## config.mk

```make
export PLATFORM = sky130hd
export DESIGN_NAME = regs_wb_arbiter
export DESIGN_NICKNAME = d
export VERILOG_FILES = /design/src/rtl/regs_wb_arbiter.sv
export SDC_FILE = /design/constraint.sdc
export NUM_CORES = 1
export LEC_CHECK = 0
export ABC_AREA = 1
export BUFFER_PORTS_ARGS = -buffer_cell sky130_fd_sc_hd__buf_2
export CAP_MARGIN = 10
export CORE_ASPECT_RATIO = 0.9
export CORE_UTILIZATION = 46
export DETAILED_ROUTE_END_ITERATION = 12
export PLACE_DENSITY = 0.8
export SLEW_MARGIN = 40
export SYNTH_ARGS = -nofsm -noshare
export SYNTH_HDL_FRONTEND = slang
export SYNTH_SLANG_ARGS = --single-unit
```

## constraint.sdc

```tcl
create_clock -name clk -period 2.8 [get_ports clk]
set_input_delay 0.28 -clock clk [delete_from_list [all_inputs] [get_ports clk]]
set_output_delay 0.28 -clock clk [all_outputs]
set_load 0.01 [all_outputs]
```

## src/rtl/regs_wb_arbiter.sv

```systemverilog
// Round-robin write-back arbiter feeding a single register-file write port,
// with a per-register pending-write scoreboard driven by issue-stage marks.
module regs_wb_arbiter #(
   parameter int NUM_REQ = 3,
   parameter int DATA_W  = 32,
   parameter int ADDR_W  = 5
) (
   input  logic                      clk,
   input  logic                      rst_n,
   input  logic [NUM_REQ-1:0]        req_valid,
   output logic [NUM_REQ-1:0]        req_ready,
   input  logic [NUM_REQ*ADDR_W-1:0] req_reg,
   input  logic [NUM_REQ*DATA_W-1:0] req_data,
   input  logic                      mark_en,
   input  logic [ADDR_W-1:0]         mark_reg,
   output logic [(2**ADDR_W)-1:0]    busy,
   output logic                      write_en,
   output logic [ADDR_W-1:0]         write_reg,
   output logic [DATA_W-1:0]         write_data
);

   localparam int NREG  = 2 ** ADDR_W;
   localparam int PTR_W = (NUM_REQ > 1) ? $clog2(NUM_REQ) : 1;

   logic [PTR_W-1:0]   rr_ptr_q, rr_ptr_d;
   logic [NREG-1:0]    busy_q, busy_d;
   logic               wen_q, wen_d;
   logic [ADDR_W-1:0]  wreg_q, wreg_d;
   logic [DATA_W-1:0]  wdata_q, wdata_d;

   logic [NUM_REQ-1:0] grant_s;
   logic [PTR_W-1:0]   gidx_s;
   logic               found_s;
   logic               xfer_s;
   logic [ADDR_W-1:0]  g_reg_s;
   logic [DATA_W-1:0]  g_data_s;

   // Search for the first valid requester starting at rr_ptr, wrapping around
   always_comb begin
      logic [PTR_W-1:0] idx_v;
      found_s = 1'b0;
      gidx_s  = '0;
      grant_s = '0;
      for (int k = 0; k < NUM_REQ; k++) begin
         idx_v = PTR_W'((int'(rr_ptr_q) + k) % NUM_REQ);
         if (!found_s && req_valid[idx_v]) begin
            found_s = 1'b1;
            gidx_s  = idx_v;
         end else begin
            found_s = found_s;
         end
      end
      if (rst_n && found_s) begin
         grant_s[gidx_s] = 1'b1;
      end else begin
         grant_s = '0;
      end
   end

   assign req_ready = grant_s;
   assign xfer_s    = |grant_s;
   assign g_reg_s   = req_reg[gidx_s*ADDR_W +: ADDR_W];
   assign g_data_s  = req_data[gidx_s*DATA_W +: DATA_W];

   // Next-state: pointer advance, write-port capture, scoreboard clear/set
   always_comb begin
      rr_ptr_d = rr_ptr_q;
      wen_d    = 1'b0;
      wreg_d   = wreg_q;
      wdata_d  = wdata_q;
      busy_d   = busy_q;
      if (xfer_s) begin
         if (gidx_s == PTR_W'(NUM_REQ - 1)) begin
            rr_ptr_d = '0;
         end else begin
            rr_ptr_d = gidx_s + {{(PTR_W-1){1'b0}}, 1'b1};
         end
         // Register 0 is hardwired: accept the transfer but never write it
         if (g_reg_s != '0) begin
            wen_d          = 1'b1;
            wreg_d         = g_reg_s;
            wdata_d        = g_data_s;
            busy_d[g_reg_s] = 1'b0;
         end else begin
            wen_d = 1'b0;
         end
      end else begin
         rr_ptr_d = rr_ptr_q;
      end
      // A same-cycle mark reflects a newer producer, so it overrides the clear
      if (mark_en && (mark_reg != '0)) begin
         busy_d[mark_reg] = 1'b1;
      end else begin
         busy_d = busy_d;
      end
      busy_d[0] = 1'b0;
   end

   // State registers with synchronous active-low reset
   always_ff @(posedge clk) begin
      if (!rst_n) begin
         rr_ptr_q <= '0;
         busy_q   <= '0;
         wen_q    <= 1'b0;
         wreg_q   <= '0;
         wdata_q  <= '0;
      end else begin
         rr_ptr_q <= rr_ptr_d;
         busy_q   <= busy_d;
         wen_q    <= wen_d;
         wreg_q   <= wreg_d;
         wdata_q  <= wdata_d;
      end
   end

   assign busy       = busy_q;
   assign write_en   = wen_q;
   assign write_reg  = wreg_q;
   assign write_data = wdata_q;

endmodule

```

# After elaboration in Yosys (flattened, before gate mapping)

Index checks and enable logic that the tools add are counted.

Register bits after elaboration: 72
Input bits: 122
Output and inout bits: 73

$add $sub $neg: 3
$mul: 1
Divide/modulo/power cells: 3
Order comparisons: 9
Eq/ne operators: 1
Shifts and indexed selects: 2
Muxes and demuxes: 24
Bitwise operators: 3
Reduce and logical (&&, ||, !) cells: 14

Operator list:

| cell                                                                         | count |
|---|---|
| 32-bit 2-to-1 mux                                                            | 3 |
| 96-bit by 8-bit variable part select with 32-bit output                      | 1 |
| 32-bit by 3-bit remainder unit with 32-bit output, second input constant     | 2 |
| 32-bit bitwise AND                                                           | 1 |
| 3-bit by 3-bit remainder unit with 32-bit output, second input constant      | 1 |
| 32-bit NOT                                                                   | 1 |
| 32-bit bitwise OR                                                            | 1 |
| 15-bit by 6-bit variable part select with 5-bit output                       | 1 |
| 2-bit by 3-bit less-than comparator with 1-bit output, second input constant | 4 |
| 5-bit by 6-bit less-than comparator with 1-bit output, second input constant | 2 |
| 1-bit demux with 5-bit select                                                | 2 |
| 5-bit by 1-bit >= comparator with 1-bit output, second input constant        | 2 |
| 1-bit 2-to-1 mux                                                             | 10 |
| 5-bit nonzero test                                                           | 2 |
| 2-bit 2-to-1 mux                                                             | 4 |
| 1-bit logical AND                                                            | 7 |
| 1-bit binary-select mux with 2-bit select                                    | 3 |
| 2-bit by 3-bit multiplier with 5-bit output, second input constant           | 1 |
| 2-bit AND reduction                                                          | 2 |
| 2-bit by 1-bit adder with 3-bit output, second input constant                | 1 |
| 2-bit by 2-bit adder with 3-bit output, second input constant                | 1 |
| 3-bit 2-to-1 mux                                                             | 1 |
| 3-bit OR reduction                                                           | 1 |
| 2-bit by 1-bit adder with 2-bit output, second input constant                | 1 |
| other kinds (4)                                                              | 5 |

# Depth between registers and ports, before layout

Gate-level depths: netlist (run 1).

Word-level depth: 22
Mapped depth: 22
Mapped depth without buffers: 20

# Worst setup path before layout (run 1)

OpenSTA, ideal clock, no wires.

Path type: flip-flop to flip-flop
Start point: register rr_ptr_q[0]
End point: register busy_q[13], in the netlist busy[13]
Data arrival time: 2.358 ns
Data required time: 2.668 ns
Setup slack: 0.310 ns
Stages on the path, launching flop included: 15
Buffers on the path: 0
Cell sequence: dfxtp_1 inv_1 ha_1 o21ai_0 nand2_2 nand3_2 nand3_2 nand2_4 nand2_1 nor2_2 nor2_4 nor3b_2 nand2_1 nand2_1 a21oi_1

RTL lines:

| element                                                                                    | RTL line | text |
|---|---|---|
| from (decl)                                                                                | 25       | `logic [PTR_W-1:0] rr_ptr_q, rr_ptr_d;` |
| from (signal assigned)                                                                     | 108      | `rr_ptr_q <= rr_ptr_d;` |
| branches (longest 14 deep; another with 32-bit by 3-bit remainder unit with 32-bit output) | --       |  |
| 3-bit 2-to-1 mux (*)                                                                       | 53       | `if (rst_n && found_s) begin` |
| named net req_ready[0]                                                                     | 11       | `output logic [NUM_REQ-1:0] req_ready,` |
| 3-bit OR reduction (*)                                                                     | 61       | `assign xfer_s = \|grant_s;` |
| 32-bit 2-to-1 mux (*)                                                                      | 72       | `if (xfer_s) begin` |
| 32-bit bitwise OR (no line)                                                                | --       |  |
| 32-bit 2-to-1 mux (*)                                                                      | 91       | `if (mark_en && (mark_reg != '0)) begin` |
| to (signal assigned)                                                                       | 109      | `busy_q <= busy_d;` |
| to (decl)                                                                                  | 26       | `logic [NREG-1:0] busy_q, busy_d;` |

Mark *: on every way through the listed nets, which the timed path passes. The select of a mux whose other input is x is not followed.
A chain may end at the register's enable or synchronous reset.

# Final worst setup path (run 1)

Start point: register rr_ptr_q[0]
End point: register wdata_q[10], in the netlist write_data[10]

Longest elaborated chain between the ends: 17

Ends and longest elaborated chain:

| element                                                                                    | RTL line | text |
|---|---|---|
| branches (longest 17 deep; another with 32-bit by 3-bit remainder unit with 32-bit output) | --       |  |
| to (signal assigned)                                                                       | 112      | `wdata_q <= wdata_d;` |
| to (decl)                                                                                  | 29       | `logic [DATA_W-1:0] wdata_q, wdata_d;` |

Parallel ways; which one is timed is not known. The select of a mux whose other input is x is not followed.

==> results.json, run 1 <==
{
  "synth_top_cell_by_area": "dfxtp_1",
  "cp.required_ns": 3.04,
  "avgSynthCellArea_um2": 6.58,
  "netlist_top_cells_count": "176 x nand2_1, 97 x nor2_1, 71 x dfxtp_1, 55 x a21oi_1, 43 x inv_1",
  "path_max_fanout": 20,
  "p_per_area_nw_per_um2": 1640,
  "r2r_slack_ns": 0.09,
  "ys.flop_type": "dfxtp_1",
  "max_freq_mhz": 369,
  "worst_slack_ns": 0.0911,
  "ys_seq_area_share_pct": 36.2,
  "finalMaxSlewViolations": 0,
  "p_leak_nw": 2.85,
  "finalCritPeriodShare_pct": 96.7,
  "hpwlAfterDp_um": 9320,
  "die_area_um2": 8900,
  "areaGrowthSynthToFinish_pct": 40.0,
  "run_status": "complete, no violations",
  "worst_slew_margin_rel_pct": 61.4,
  "grt_pass1_wl_um": 18700,
  "pre_cts_ws_ns": 0.0263,
  "n_fill_cell": 689,
  "cp_top_family": "simple AND/OR/NAND/NOR gates",
  "path_class": "reg2reg",
  "synth_cell_types": 29,
  "maxCapViolations": 0,
  "synthAdderAreaFrac_pct": 1.28,
  "final_util_pct": 67.4,
  "synth_edf_count": 0,
  "largest_reg_flops": 32,
  "die_height_um": 89.6,
  "cts-root-buf": "clkbuf_8",
  "drc": 0,
  "clk_latency_ns": 0.34,
  "grt_max_degree": 42,
  "htreeDepth": 3,
  "dr_total_vias": 4717,
  "synthXorXnorAreaFrac_pct": 0,
  "io_pins": 195,
  "hold_class": "in2reg",
  "die_w_um": 99.3,
  "async_flop_share_pct": 0,
  "cp_cell_sequence": "inv_1 > ha_4 > buf_4 > nand3_1 > nand2_2 > nand3_2 > nor2_1 > nor2_1 > buf_4 > a21oi_1 > nor2_4 > inv_2 > o21ai_4 > nand2_8 > clkbuf_16 > nand2_1 > nand2_1 > nor2_1",
  "port_buffers": 193,
  "synthSimpleGateAreaFrac_pct": 36.1,
  "numClockSinks": 71,
  "row_count": 31,
  "syn-num-nets": 722,
  "vias_per_cell": 5.22,
  "clockBufferDepth": 2,
  "globalRouteOverflowTotal": 0,
  "hold_slack_ns": 0.263,
  "setup_violations": 0,
  "yosys.cell_count.top_type": "nand2_1",
  "ys_warn_count": 0,
  "crit_arrival_ns": 2.95,
  "cts_hold_buffers": 0,
  "synth.area.top_cells": "dfxtp_1 36%, nand2_1 17%, nor2_1 9.3%, a21oi_1 7.0%, a22o_1 4.9%",
  "core_region_area_um2": 8150,
  "tritoncts": "built",
  "synthMuxAreaShare_pct": 0,
  "syn_inst": 596,
  "initialDrtViolationCount": 239,
  "fin_nets": 926,
  "numCtsBuffers": 9,
  "wl_per_cell_um": 14.5,
  "ys_ff_latch": 71,
  "start_util_pct": 48.2,
  "synth_top_family_by_area": "simple AND/OR/NAND/NOR gates",
  "synth.cell_area_um2": 3920,
  "diodes": 0,
  "firstDrtPassIters": 5,
  "routabilityCongestion": 0.974,
  "finClkSkew_ns": 0.0110,
  "path_common_cell": "nor2_1",
  "worstMarginPinSlew_ns": 0.576,
  "layout-drive-gt1-share_pct": 35.1,
  "synth_compound_area_share_pct": 17.6,
  "grt_pass1_vias": 4111,
  "critical-path-max-stage-delay_ns": 0.33,
  "routed_wl_um": 13100,
  "finalCriticalPeriod_ns": 2.71,
  "ant_nets": 0,
  "final-hold-violation-count": 0,
  "peakVddDrop_mv": 0.695,
  "critPathCaptureType": "flip-flop",
  "cts.reportedPaths.clkPinSlew_ns": 0.08,
  "slowest_stage": "dfxtp_2",
  "antenna_found_initial": 0,
  "path_buf_inv": 5,
  "grt_usage_pct": 26.6,
  "synth.top_cell.area_share_pct": 36.2,
  "start_kind": "flip-flop"
}
final cells by class:
class	instances	area [µm²]	area share (%)
multi-input combinational	449	2280	41.4
clock inverter	5	57.6	1.05
timing repair buffer	220	1280	23.4
sequential	71	1420	25.9
inverter	49	188	3.42
tap	99	124	2.26
clock buffer	10	138	2.51
worst paths after layout:
kind,cells after the start,endpoint,startpoint
worst min-delay path,5,write_data[22]$_SDFFE_PN0P_,req_data[22]
worst min register to register,2,busy[18]$_SDFF_PN0_,busy[18]$_SDFF_PN0_
worst max-delay path,18,write_data[10]$_SDFFE_PN0P_,rr_ptr_q[0]$_SDFFE_PN0N_
worst max register to register,18,write_data[10]$_SDFFE_PN0P_,rr_ptr_q[0]$_SDFFE_PN0N_
kinds of logic after synthesis:
group,Yosys count
buffers and inverters,76
flip-flops,71
adder cells (fa/ha/maj),4
other,1
AO/OA/AOI/OAI,111
AND/OR/NAND/NOR,333
layer usage:
layer / vias to the layer above / GRT usage, % / share of wire (%)
li1: 2332 / - / -
met1: 2153 / 30.5 / 40
met2: 202 / 50.3 / 51
met3: 30 / 5.34 / 6.8
met4: 0 / 8.96 / 2.2
met5: - / 0 / 0
metrics by stage:
stage / TNS [ns] / cell area (µm²) / instances / power [W]
6_report: 0 / 5490 / 903 / 0.00899
5_1_grt: -2.43 / 5490 / 903 / 0.00974
4_1_cts: 0 / 5200 / 891 / 0.00773
3_5_place_dp: 0 / 5000 / 876 / 0.00688
3_3_place_gp: 0 / 4990 / 876 / 0.00674
2_1_floorplan: 0 / 3920 / 596 / 0.00561
placed cells by master, fill, tap and decap left out, types with 4 or more instances in the layout:
| master | n |
|---|---|
| nand3_2 | 5 |
| o21ai_0 | 14 |
| buf_2 | 193 |
| a21oi_1 | 55 |
| nor2_4 | 4 |
| o21ai_1 | 4 |
| clkbuf_16 | 5 |
| nand2_1 | 175 |
| buf_4 | 19 |
| inv_2 | 8 |
| nor3_2 | 4 |
| dfxtp_1 | 69 |
| clkbuf_8 | 10 |
| nand2_4 | 4 |
| nor3_1 | 8 |
| nand2_2 | 7 |
| a221oi_1 | 10 |
| nor2_1 | 96 |
| a22o_1 | 22 |
| nand3_1 | 21 |
| inv_1 | 40 |
worst reg2reg max path: stages, from the launching register on:
cell and delay, ns:
dfxtp_2 0.33, inv_1 0.07, ha_4 0.31, buf_4 0.13
nand3_1 0.09, nand2_2 0.12, nand3_2 0.12, nor2_1 0.13
nor2_1 0.08, buf_4 0.17, a21oi_1 0.24, nor2_4 0.08
inv_2 0.14, o21ai_4 0.10, nand2_8 0.14, clkbuf_16 0.20
nand2_1 0.06, nand2_1 0.05, nor2_1 0.04
what timing repair did:
action,4_1_cts,5_1_grt
setup buffers,0,7
resized for setup,1,21
cloned,0,5
endpoints found under the setup margin,1,70
pin swaps,0,9
power by group:
group / switching (W) / total [W] / internal, W
Combinational: 0.00394 / 0.00676 / 0.00282
Clock: 0.000391 / 0.000824 / 0.000433
Sequential: 0.000116 / 0.00140 / 0.00128
Power figures use the tool's default switching activity.
==> run 2: changes to the inputs <==
Settings changed: BUFFER_PORTS_ARGS -buffer_cell sky130_fd_sc_hd__buf_2 to unset, CORE_UTILIZATION 46 to 55, DONT_BUFFER_PORTS set to 1, PLACE_DENSITY 0.8 to 0.7, SLEW_MARGIN 40 to 20.
==> results.json, run 2 (synthesis gave the netlist of run 1 again) <==
{
  "numClockSinks": 71,
  "finalCritPeriodShare_pct": 93.9,
  "crit_arrival_ns": 2.82,
  "run_status": "complete, no violations",
  "die_area_um2": 7470,
  "initialDrtViolationCount": 187,
  "ant_nets": 0,
  "hold_class": "in2reg",
  "critPathCaptureType": "flip-flop",
  "maxCapViolations": 0,
  "start_kind": "flip-flop",
  "path_class": "reg2reg",
  "grt_usage_pct": 25.6,
  "holdPathStages": 2,
  "cts-root-buf": "clkbuf_8",
  "placed_cells": 671,
  "cts.reportedPaths.clkPinSlew_ns": 0.08,
  "finalMaxSlewViolations": 0,
  "crit_start": "rr_ptr_q[1]$_SDFFE_PN0N_",
  "tritoncts": "built",
  "grt_pass1_vias": 3136,
  "globalRouteOverflowTotal": 0,
  "port_buffers": 0,
  "largest_reg_flops": 32,
  "wl_per_cell_um": 15.1,
  "r2r_cells": 15,
  "firstDrtPassIters": 4,
  "die_height_um": 82.1,
  "setup_violations": 0,
  "p_leak_nw": 1.91,
  "dr_total_vias": 3841,
  "peakVddDrop_mv": 0.724,
  "vias_per_cell": 5.57,
  "dpl_cell_area_um2": 4000,
  "max_freq_mhz": 380,
  "p_per_area_nw_per_um2": 1770,
  "numCtsBuffers": 9,
  "finalCriticalPeriod_ns": 2.63,
  "areaGrowthSynthToFinish_pct": 9.79,
  "row_count": 28,
  "hold_path.startpoint": "rst_n",
  "worst_slew_margin_rel_pct": 30.5,
  "final_common_cell": "nand2_1",
  "grt_max_degree": 43,
  "path_common_cell": "nand2_1",
  "slowest_stage": "dfxtp_2",
  "worstMarginPinSlew_ns": 1.03,
  "routed_wl_um": 10400,
  "io_pins": 195,
  "finClkSkew_ns": 0.00986,
  "layout-drive-gt1-share_pct": 11.7,
  "start_util_pct": 58.3,
  "most-common-layout-cells": "176 x nand2_1, 94 x nor2_1, 70 x dfxtp_1",
  "cp_cell_sequence": "inv_1 > ha_1 > o21ai_1 > nand2_2 > nand3_1 > nand2_1 > nor2_2 > buf_4 > nand3_1 > nand2_1 > nand2_1 > nor2_1 > inv_1 > o21ai_0 > a21oi_1",
  "clk_latency_ns": 0.35,
  "drc": 0,
  "htreeDepth": 3,
  "path_max_fanout": 8,
  "antenna_found_initial": 0,
  "die_w_um": 91.0,
  "routabilityCongestion": 0.836,
  "fin_cells": 690,
  "critical-path-max-stage-delay_ns": 0.37,
  "diodes": 0,
  "hpwlAfterDp_um": 7470,
  "seq_area_um2": 1420,
  "clockBufferDepth": 2,
  "final-hold-violation-count": 0,
  "cp.required_ns": 2.99,
  "fin_nets": 721,
  "r2r_start": "rr_ptr_q[1]$_SDFFE_PN0N_",
  "core_region_area_um2": 6730,
  "multi_input_area_um2": 2230,
  "n_fill_cell": 646,
  "grt_pass1_wl_um": 15100,
  "post-route-cell-area_um2": 4310
}
==> run 2: cell types whose count changed in the layout (fill, tap and decap cells not counted), moves of 3 or more <==
cell / before / now
inv_1: 40 / 43
nor3_1: 8 / 12
nor3_2: 4 / 0
clkbuf_16: 5 / 0
buf_2: 193 / 0
buf_4: 19 / 11
==> run 2: final timing paths <==
kind	slack [ns]	to
setup / recovery	0.17	busy[31]$_SDFF_PN0_
hold / removal	0.06	write_data[9]$_SDFFE_PN0P_
setup reg to reg	0.17	busy[31]$_SDFF_PN0_
hold reg to reg	0.51	busy[17]$_SDFF_PN0_
==> run 2: final cells by class <==
type | instances | share of cell area (%)
flip-flops and latches | 71 | 33.0
multi-input cells | 450 | 51.8
inverters | 49 | 4.27
well taps | 90 | 2.61
clock inverters | 6 | 1.74
repair buffers | 14 | 3.31
clock buffers | 10 | 3.20
==> run 2: where the power goes <==
part	internal, W	switching (W)	total [W]
clock	0.000452	0.000424	0.000876
sequential	0.00128	0.000257	0.00154
combinational	0.00191	0.00330	0.00521
total	0.00365	0.00398	0.00762
==> run 2: what timing repair did <==
item	in CTS	in global routing
gates resized for setup	0	15
setup buffers	0	2
setup endpoints to repair	0	69
hold buffers	0	0
==> run 2: critical path, delay by kind of cell (launching register included) <==
family | cells | cell delay (ns)
simple gates | 8 | 1.00
compound gates | 3 | 0.48
buf+inv | 3 | 0.39
flops | 1 | 0.37
fa+ha+maj | 1 | 0.23
==> run 2: layer usage <==
metal	routed length [µm]	GRT usage (%)	vias up
met4	95	7.94	0
met3	1090	9.89	7
met5	0	0	-
li1	-	-	1924
met1	4330	32.1	1743
met2	4930	41.1	167
==> run 2: metrics by stage <==
stage                     total power, W  setup WS, ns  hold WS, ns  setup TNS, ns  util (%)
after floorplan                  0.00561         0.310        0.473              0         -
after global placement           0.00642         0.114        0.409              0      59.5
after detailed placement         0.00654        0.0338        0.412              0      59.5
after CTS                        0.00743        0.0157       0.0332              0      62.7
after global routing             0.00843       -0.0133       0.0358        -0.0337      64.0
final                            0.00762         0.170       0.0632              0      64.0
